$ cat src/rtl/issue_controller.sv
// Issue stage: hands decoded instructions to execute and the LSU, tracks outstanding
// memory ops in an in-order tag FIFO plus a register scoreboard, and owns trap/WFI sequencing.
module issue_controller #(
    parameter int MAX_OUT = 2
) (
    input  logic       clock,
    input  logic       reset,
    input  logic       dec_valid,
    input  logic       dec_legal,
    input  logic       dec_wren,
    input  logic [4:0] dec_waddr,
    input  logic       dec_rden1,
    input  logic [4:0] dec_raddr1,
    input  logic       dec_rden2,
    input  logic [4:0] dec_raddr2,
    input  logic       dec_load,
    input  logic       dec_store,
    input  logic       dec_csr,
    input  logic       dec_fence,
    input  logic       dec_ecall,
    input  logic       dec_ebreak,
    input  logic       dec_mret,
    input  logic       dec_wfi,
    input  logic       mem_ready,
    input  logic       mem_rvalid,
    input  logic       irq_pending,
    output logic       dec_ready,
    output logic       issue,
    output logic       mem_req,
    output logic       trap_req,
    output logic [1:0] trap_cause,
    output logic       flush,
    output logic       sleeping,
    output logic [1:0] dbg_state
);

    localparam int PTR_W = (MAX_OUT > 1) ? $clog2(MAX_OUT) : 1;
    localparam int CNT_W = $clog2(MAX_OUT + 1);
    localparam logic [PTR_W-1:0] LAST_PTR = PTR_W'(MAX_OUT - 1);
    localparam logic [CNT_W-1:0] MAX_CNT  = CNT_W'(MAX_OUT);

    typedef enum logic [1:0] {
        RUN   = 2'd0,
        TRAP  = 2'd1,
        SLEEP = 2'd2
    } state_t;

    state_t             state, state_nxt;
    logic [31:0]        sb, sb_eff, sb_nxt, clr_mask, set_mask;
    logic [5:0]         fifo_q [MAX_OUT];
    logic [5:0]         head;
    logic [PTR_W-1:0]   wr_ptr, rd_ptr;
    logic [CNT_W-1:0]   count;
    logic [1:0]         cause_q, cause_nxt;
    logic               pop, push, hazard, slot_free, can_go;
    logic               is_exc, is_serial, is_mem;
    logic               dec_ready_c, issue_c, trap_req_c, flush_c, sleeping_c;

    // A completion in the same cycle releases its destination immediately (bypass).
    assign pop      = mem_rvalid & (count != '0);
    assign head     = fifo_q[rd_ptr];
    assign clr_mask = (pop && head[5]) ? (32'd1 << head[4:0]) : 32'd0;
    assign sb_eff   = sb & ~clr_mask;

    assign hazard = (dec_rden1 & sb_eff[dec_raddr1]) |
                    (dec_rden2 & sb_eff[dec_raddr2]) |
                    (dec_wren  & sb_eff[dec_waddr]);

    assign slot_free = (count < MAX_CNT) | pop;
    assign is_exc    = ~dec_legal | dec_ecall | dec_ebreak;
    assign is_serial = is_exc | dec_csr | dec_fence | dec_mret | dec_wfi;
    assign is_mem    = dec_load | dec_store;

    always_comb begin
        can_go = 1'b0;
        if (is_serial)   can_go = (count == '0) & ~hazard;
        else if (is_mem) can_go = ~hazard & slot_free & mem_ready;
        else             can_go = ~hazard;
    end

    // Handshake: an instruction is consumed in any cycle where dec_valid & dec_ready;
    // the decoder must hold it stable until then. dec_ready is 0 whenever dec_valid is 0.
    always_comb begin
        state_nxt   = state;
        cause_nxt   = cause_q;
        dec_ready_c = 1'b0;
        issue_c     = 1'b0;
        trap_req_c  = 1'b0;
        flush_c     = 1'b0;
        sleeping_c  = 1'b0;
        case (state)
            RUN: begin
                if (dec_valid && can_go) begin
                    dec_ready_c = 1'b1;
                    if (is_exc) begin
                        state_nxt = TRAP;
                        if (!dec_legal)     cause_nxt = 2'd0;
                        else if (dec_ecall) cause_nxt = 2'd1;
                        else                cause_nxt = 2'd2;
                    end else begin
                        issue_c = 1'b1;
                        flush_c = dec_mret | dec_fence;
                        if (dec_wfi) state_nxt = SLEEP;
                    end
                end
            end
            TRAP: begin
                trap_req_c = 1'b1;
                flush_c    = 1'b1;
                state_nxt  = RUN;
            end
            SLEEP: begin
                sleeping_c = 1'b1;
                if (irq_pending) begin
                    flush_c   = 1'b1;
                    state_nxt = RUN;
                end
            end
            default: state_nxt = RUN;
        endcase
    end

    assign dec_ready  = dec_ready_c & ~reset;
    assign issue      = issue_c & ~reset;
    assign mem_req    = issue & is_mem;
    assign trap_req   = trap_req_c & ~reset;
    assign trap_cause = trap_req ? cause_q : 2'd0;
    assign flush      = flush_c & ~reset;
    assign sleeping   = sleeping_c & ~reset;
    assign dbg_state  = state;

    // Stores occupy a slot with a null tag so completions stay in order.
    assign push     = issue & is_mem;
    assign set_mask = (push && dec_load && dec_wren && dec_waddr != 5'd0) ?
                      (32'd1 << dec_waddr) : 32'd0;
    assign sb_nxt   = (sb & ~clr_mask) | set_mask;

    always_ff @(posedge clock) begin
        if (reset) begin
            state   <= RUN;
            cause_q <= 2'd0;
            sb      <= 32'd0;
            wr_ptr  <= '0;
            rd_ptr  <= '0;
            count   <= '0;
            for (int i = 0; i < MAX_OUT; i++) fifo_q[i] <= 6'd0;
        end else begin
            state   <= state_nxt;
            cause_q <= cause_nxt;
            sb      <= sb_nxt;
            if (push) begin
                fifo_q[wr_ptr] <= dec_load ? {dec_wren, dec_waddr} : 6'd0;
                wr_ptr         <= (wr_ptr == LAST_PTR) ? '0 : wr_ptr + 1'b1;
            end
            if (pop) rd_ptr <= (rd_ptr == LAST_PTR) ? '0 : rd_ptr + 1'b1;
            if (push && !pop)      count <= count + 1'b1;
            else if (!push && pop) count <= count - 1'b1;
        end
    end

    always_ff @(posedge clock) begin
        if (!reset && mem_rvalid) assert (count != '0);
    end

endmodule

$ cat config.mk
export PLATFORM = sky130hd
export DESIGN_NAME = issue_controller
export DESIGN_NICKNAME = d
export VERILOG_FILES = /design/src/rtl/issue_controller.sv
export SDC_FILE = /design/constraint.sdc
export NUM_CORES = 1
export LEC_CHECK = 0
export ABC_AREA = 1
export BUFFER_PORTS_ARGS = -buffer_cell sky130_fd_sc_hd__buf_2
export CORE_AREA = 2 2 100 102
export CTS_BUF_LIST = sky130_fd_sc_hd__clkbuf_8
export CTS_CLUSTER_DIAMETER = 60
export DETAILED_ROUTE_END_ITERATION = 10
export DIE_AREA = 0 0 102 104
export GPL_ROUTABILITY_DRIVEN = 0
export GPL_TIMING_DRIVEN = 0
export PLACE_DENSITY_LB_ADDON = 0.25
export SLEW_MARGIN = 5
export SYNTH_ARGS = -nofsm -noshare
export SYNTH_HDL_FRONTEND = slang
export SYNTH_SLANG_ARGS = --single-unit
$ cat constraint.sdc
create_clock -name clock -period 5.41 [get_ports clock]
set_clock_uncertainty 0.2 [all_clocks]
set_input_delay 1.3525 -clock clock [delete_from_list [all_inputs] [get_ports clock]]
set_output_delay 1.3525 -clock clock [all_outputs]
set_load 0.01 [all_outputs]
==> results.sh, run 1 <==
export IMPL_synth_edff_count=12
export IMPL_area_growth_pct=15.3
export IMPL_met2_wirelength_um=5670
export IMPL_grt_pass1_wl_um=20700
export IMPL_cts_tree="yes"
export IMPL_setup_tns_ns=0
export IMPL_cp_end_kind="primary output"
export IMPL_powerDensity_mw_per_mm2=214
export IMPL_max_freq_mhz=191
export IMPL_viasPerCell=5.63
export IMPL_routed_wl_um=13100
export IMPL_cpMaxStageDelayCell="nor2_4"
export IMPL_maxSlewViolCount=0
export IMPL_async_reset_ff_share_pct=0
export IMPL_seq_area_frac_synth_pct=30.7
export IMPL_syn_area_mm2=0.00385
export IMPL_hold_path_class="reg -> reg"
export IMPL_wl_met1_um=5600
export IMPL_path_cells="buf_2 > inv_1 > nor2_4 > nand2_2 > nor2_4 > buf_4 > nand2_1 > nand3_1 > nand3_1 > nand3_1 > nand3_1 > nand2_1 > nand2_1 > nand3_2 > nand3_1 > nor3_4 > buf_6 > buf_12 > buf_2"
export IMPL_leakage_uw=0.00177
export IMPL_antenna_found_initial=0
export IMPL_final_util_pct=46.4
export IMPL_cp_start_kind="input pin"
export IMPL_ys_warnings_count=0
export IMPL_ir_drop_uv=169
export IMPL_nFillCells=1020
export IMPL_final_nets=724
export IMPL_num_rows=36
export IMPL_dieHeight_um=104
export IMPL_htreeDepth=2
export IMPL_synth_common_cells="nand2_1, nand3_1, nor2_1, a21oi_1, inv_1"
export IMPL_max_slew_margin_pct=60.9
export IMPL_finalCritPeriodShare_pct=96.9
export IMPL_clk_pin_slew_ns=0.09
export IMPL_yosys_cell_types_count=35
export IMPL_tightest_slew_ns=0.587
export IMPL_drv_cap=0
export IMPL_top_layer="met4"
export IMPL_crit_type="in -> out"
export IMPL_routedWlPerCell_um=15.8
export IMPL_drc=0
export IMPL_met3_length_um=1140
export IMPL_vias=4640
export IMPL_core_mm2=0.00955
export IMPL_yosysMostFrequentCell="nand2_1"
export IMPL_cp_common_cell="nand3_1"
export IMPL_cts_buffer_depth=2
export IMPL_dp_hpwl_um=10300
export IMPL_hold_viol=0
export IMPL_r2r_end="count[1]"
export IMPL_synth_nets=670
export IMPL_grt_max_degree=16
export IMPL_clockRootBuffer="clkbuf_8"
export IMPL_io_pins=43
export IMPL_critPathMaxFanout=8
export IMPL_cts_hold_buf=0
export IMPL_synthTopCellsByArea="dfxtp_1, nand3_1, nand2_1"
export IMPL_diodes=0
export IMPL_dieArea_mm2=0.0106
export IMPL_clk_latency_ns=0.30
export IMPL_synthFlopType="dfxtp_1"
export IMPL_initial_utilization_pct=40.3
export IMPL_setup_viol=0
export IMPL_r2r_slack_ns=1.71
export IMPL_cp_endpoint="dec_ready"
export IMPL_rsz0062_at_grt="false"
export IMPL_slowest_delay_ns=0.25
export IMPL_avgSynthCellArea_um2=6.05
export IMPL_synth_top_area_share_pct=21.3
export IMPL_startpoint="mem_rvalid"
export IMPL_layout_min_cycle_time_ns=5.24
export IMPL_synth_top_area_cell="dfxtp_1"
export IMPL_worst_ep_required_time_ns=3.86
export IMPL_yosys_register_bits=53
export IMPL_die_x_um=102
export IMPL_cts_buffers=5
export IMPL_status="completed"
export IMPL_ant_nets=0
export IMPL_firstDrtPassIters=5
export IMPL_grt_total_usage_pct=24.5
export IMPL_crit_arrival_ns=3.69
export IMPL_reg2regPathDepth=23
export IMPL_grt_pass1_vias=4239
export IMPL_layout_drive_gt1_share_pct=11.7
export IMPL_cts_sinks=53
export IMPL_port_buffers=36
export IMPL_syn_inst=636
export IMPL_gr_total_overflow=0
export IMPL_drt_iter0_markers=546
==> worst max-delay path: cells and delay by family <==
family	cells	cell delay [ns]
buffers and inverters	6	0.68
AND/OR/NAND/NOR	13	1.64
==> registers in the layout, summed over array words and instances, names as in the netlist, named ones only <==
name,cells
fifo_q,12
count,2
wr_ptr,1
rd_ptr,1
sb,32
dbg_state,2
cause_q,2
==> final cells by class <==
| type | instances | area (µm²) | area share, % |
|---|---|---|---|
| Buffer | 33 | 160 | 3.61 |
| Multi-Input combinational cell | 496 | 2330 | 52.5 |
| Inverter | 54 | 203 | 4.57 |
| Clock inverter | 2 | 33.8 | 0.762 |
| Clock buffer | 6 | 82.6 | 1.86 |
| Timing Repair Buffer | 47 | 279 | 6.29 |
| Tap cell | 133 | 166 | 3.75 |
| Sequential cell | 53 | 1180 | 26.6 |
==> cell usage in the layout (no fill, tap or decap), types with 5 or more instances in the layout <==
master / count
buf_1: 6
edfxtp_1: 12
buf_4: 12
buf_2: 38
clkbuf_8: 6
nor4_1: 5
nand4_1: 33
o21ai_0: 5
nand2_1: 167
a21oi_1: 48
nand3_1: 133
clkbuf_1: 19
dfxtp_1: 41
nor2_1: 75
inv_1: 49
==> routing by layer <==
layer / track usage [%] / up-vias
met3: 2.55 / 60
met1: 33.4 / 2037
met2: 38.6 / 293
li1: - / 2250
met4: 11.0 / 0
met5: 0 / -
==> power breakdown <==
group	total, µW	internal, µW	leakage (µW)	switching (µW)
logic	249	80.7	0.00126	168
registers	424	416	0.000455	7.51
clock network	276	149	0.0000626	127
total	948	646	0.00177	302
==> repair_timing <==
| item | 4_1_cts | 5_1_grt |
|---|---|---|
| resized for setup | 2 | 8 |
| setup buffers | 2 | 8 |
| gates cloned | 0 | 1 |
| pin swaps | 1 | 3 |
| endpoints found under the setup margin | 3 | 4 |
==> per-stage QoR <==
stage | area [µm²] | setup WS [ns] | total power [µW] | instances | hold slack, ns
after global routing | 4440 | 0.0215 | 990 | 824 | 0.293
after detailed placement | 4190 | -0.180 | 656 | 805 | 0.254
after floorplan | 3850 | 0.543 | 592 | 636 | 0.226
after global placement | 4190 | -0.151 | 652 | 805 | 0.235
final | 4440 | 0.166 | 948 | 824 | 0.273
after CTS | 4330 | 0.0279 | 927 | 815 | 0.270
==> cells by family (layout without fill, tap and decap cells) <==
group                    Yosys count  count (layout)  synth area share [%]
AND/OR/NAND/NOR                  430             430                  50.5
AO/OA/AOI/OAI                     64              64                  9.04
buffers and inverters             87             142                  9.17
adder cells (fa/ha/maj)            1               1                 0.325
XOR/XNOR                           1               1                 0.228
flip-flops                        53              53                  30.7
==> worst min path at each step <==
stage	cells after the start	from	endpoint
after global placement	1	rd_ptr	rd_ptr
after floorplan	1	rd_ptr	register
after detailed placement	1	rd_ptr	rd_ptr
after global routing	1	rd_ptr	rd_ptr
final	1	rd_ptr	rd_ptr
after CTS	1	rd_ptr	rd_ptr
Power figures use the tool's default switching activity.
==> run 2, diff against run 1 <==
--- a/config.mk
+++ b/config.mk
@@ -7,11 +7,11 @@
 export LEC_CHECK = 0
 export ABC_AREA = 1
 export BUFFER_PORTS_ARGS = -buffer_cell sky130_fd_sc_hd__buf_2
-export CORE_AREA = 2 2 100 102
+export CORE_AREA = 2 2 84 86
 export CTS_BUF_LIST = sky130_fd_sc_hd__clkbuf_8
 export CTS_CLUSTER_DIAMETER = 60
 export DETAILED_ROUTE_END_ITERATION = 10
-export DIE_AREA = 0 0 102 104
+export DIE_AREA = 0 0 86 88
 export GPL_ROUTABILITY_DRIVEN = 0
 export GPL_TIMING_DRIVEN = 0
 export PLACE_DENSITY_LB_ADDON = 0.25
==> run 2 against run 1 <==
Wire length shrank 1.1%. Setup slack gained 0.0076 ns. Critical endpoint is now mem_req. Critical path depth shrank 3.
==> results.sh, run 2 (synthesized netlist as in run 1, its figures left out) <==
export IMPL_path_cells="clkbuf_1 > inv_1 > clkbuf_1 > nand3_1 > nand3_1 > nand3_1 > nand3_1 > nand2_1 > nand2_1 > nand3_2 > nand3_1 > nor3_4 > buf_4 > nand3_2 > inv_2 > buf_2"
export IMPL_clk_pin_slew_ns=0.09
export IMPL_layout_drive_gt1_share_pct=11.4
export IMPL_grt_pass1_vias=4263
export IMPL_cp_end_kind="primary output"
export IMPL_max_slew_margin_pct=62.8
export IMPL_cp_start_kind="input pin"
export IMPL_gr_total_overflow=0
export IMPL_finalCritPeriodShare_pct=96.8
export IMPL_final_nets=720
export IMPL_setup_viol=0
export IMPL_whs_endpoint="rd_ptr"
export IMPL_r2r_end="count[1]"
export IMPL_final_util_pct=65.2
export IMPL_status="completed"
export IMPL_r2r_slack_ns=1.48
export IMPL_finalPower_uw=933
export IMPL_powerDensity_mw_per_mm2=215
export IMPL_cts_hold_buf=0
export IMPL_port_buffers=36
export IMPL_tightest_slew_ns=0.558
export IMPL_cts_tree="yes"
export IMPL_num_rows=30
export IMPL_rsz0062_at_grt="false"
export IMPL_cts_sinks=53
export IMPL_clockRootBuffer="clkbuf_8"
export IMPL_drc=0
export IMPL_most_common_layout_cells="nand2_1, nand3_1, nor2_1, inv_1, a21oi_1"
export IMPL_firstDrtPassIters=8
export IMPL_drt_iter0_markers=619
export IMPL_cpMaxStageDelayCell="clkbuf_1"
export IMPL_cts_buffers=5
export IMPL_startpoint="dec_raddr1[0]"
export IMPL_hold_path_class="reg -> reg"
export IMPL_maxSlewViolCount=0
export IMPL_layout_min_cycle_time_ns=5.24
export IMPL_cp_common_cell="nand3_1"
export IMPL_slowest_delay_ns=0.30
export IMPL_leakage_uw=0.00175
export IMPL_setup_tns_ns=0
export IMPL_dieHeight_um=88
export IMPL_final_common_cell="nand2_1"
export IMPL_grt_total_usage_pct=33.7
export IMPL_hold_viol=0
export IMPL_dp_hpwl_um=9990
export IMPL_crit_type="in -> out"
export IMPL_reg_largest_list="sb: 32 flops, fifo_q: 12 flops"
export IMPL_critPathMaxFanout=10
export IMPL_htreeDepth=2
export IMPL_diodes=0
export IMPL_reg2regPathDepth=24
export IMPL_io_pins=43
export IMPL_area_growth_pct=12.6
export IMPL_hold_start="rd_ptr"
export IMPL_clk_latency_ns=0.31
export IMPL_ir_drop_uv=190
export IMPL_die_x_um=86
export IMPL_post_place_cells=752
export IMPL_vias=4785
export IMPL_worst_ep_required_time_ns=3.86
export IMPL_crit_arrival_ns=3.68
export IMPL_grt_pass1_wl_um=20100
export IMPL_routed_wl_um=12900
export IMPL_dieArea_mm2=0.00757
export IMPL_worstHoldPathCells=1
export IMPL_max_freq_mhz=191
export IMPL_ant_nets=0
export IMPL_final_cells=767
export IMPL_cts_buffer_depth=2
export IMPL_antenna_found_initial=0
export IMPL_viasPerCell=6.24
export IMPL_largest_reg_flops=32
export IMPL_grt_max_degree=17
export IMPL_initial_utilization_pct=57.9
export IMPL_routedWlPerCell_um=16.8
export IMPL_drv_cap=0
export IMPL_worst_hold_slack_ns=0.274
export IMPL_largest_register="sb"
export IMPL_core_mm2=0.00664
-- run 2: changes by cell type in the layout (fill, tap and decap cells not counted), sizes merged --
| cell | before | now |
|---|---|---|
| clkinv | 3 | 4 |
| buf | 61 | 57 |
| clkbuf | 25 | 24 |
-- run 2: report_power, final --
part / switching (µW) / leakage (µW) / total (µW) / internal, µW
combinational: 169 / 0.00124 / 243 / 74.0
clock: 129 / 0.0000595 / 266 / 137
sequential: 7.45 / 0.000455 / 424 / 416
total: 305 / 0.00175 / 933 / 627
-- run 2: worst max path at each step --
stage	endpoint	slack [ns]	cells past startpoint
floorplan	issue	0.54	18
global placement	issue	-0.14	20
detailed placement	issue	-0.15	20
CTS	mem_req	0.04	20
global route	mem_req	0.02	20
finish	mem_req	0.17	16
-- run 2: per-layer routing --
| metal | up-vias | part of all wire, % | global-route usage, % |
|---|---|---|---|
| met5 | - | 0 | 0 |
| met4 | 0 | 7.2 | 19.9 |
| met3 | 95 | 12 | 5.18 |
| met2 | 399 | 42 | 54.2 |
| met1 | 2055 | 38 | 43.0 |
| li1 | 2236 | - | - |
-- run 2: timing repair --
action	4_1_cts	5_1_grt
buffers inserted	5	2
gates resized for setup	1	8
pin swaps	2	4
setup endpoints to repair	3	4
-- run 2: layout make-up --
type                    count  area (µm²)
plain buffers              33         160
flip-flops and latches     53        1180
clock inverters             3        42.5
clock buffers               5        68.8
inverters                  54         203
fillers                   648        2310
multi-input cells         496        2330
well taps                  80         100
repair buffers             43         245
-- run 2: through the flow --
step	setup slack [ns]	instance area [µm²]
floorplan	0.543	3850
global placement	-0.139	4130
detailed placement	-0.149	4130
CTS	0.0360	4280
global route	0.0168	4330
finish	0.173	4330
-- run 2: critical path, delay by kind of cell --
family	cells	cell delay, ns
AND/OR/NAND/NOR	10	1.16
buffers and inverters	6	1.18
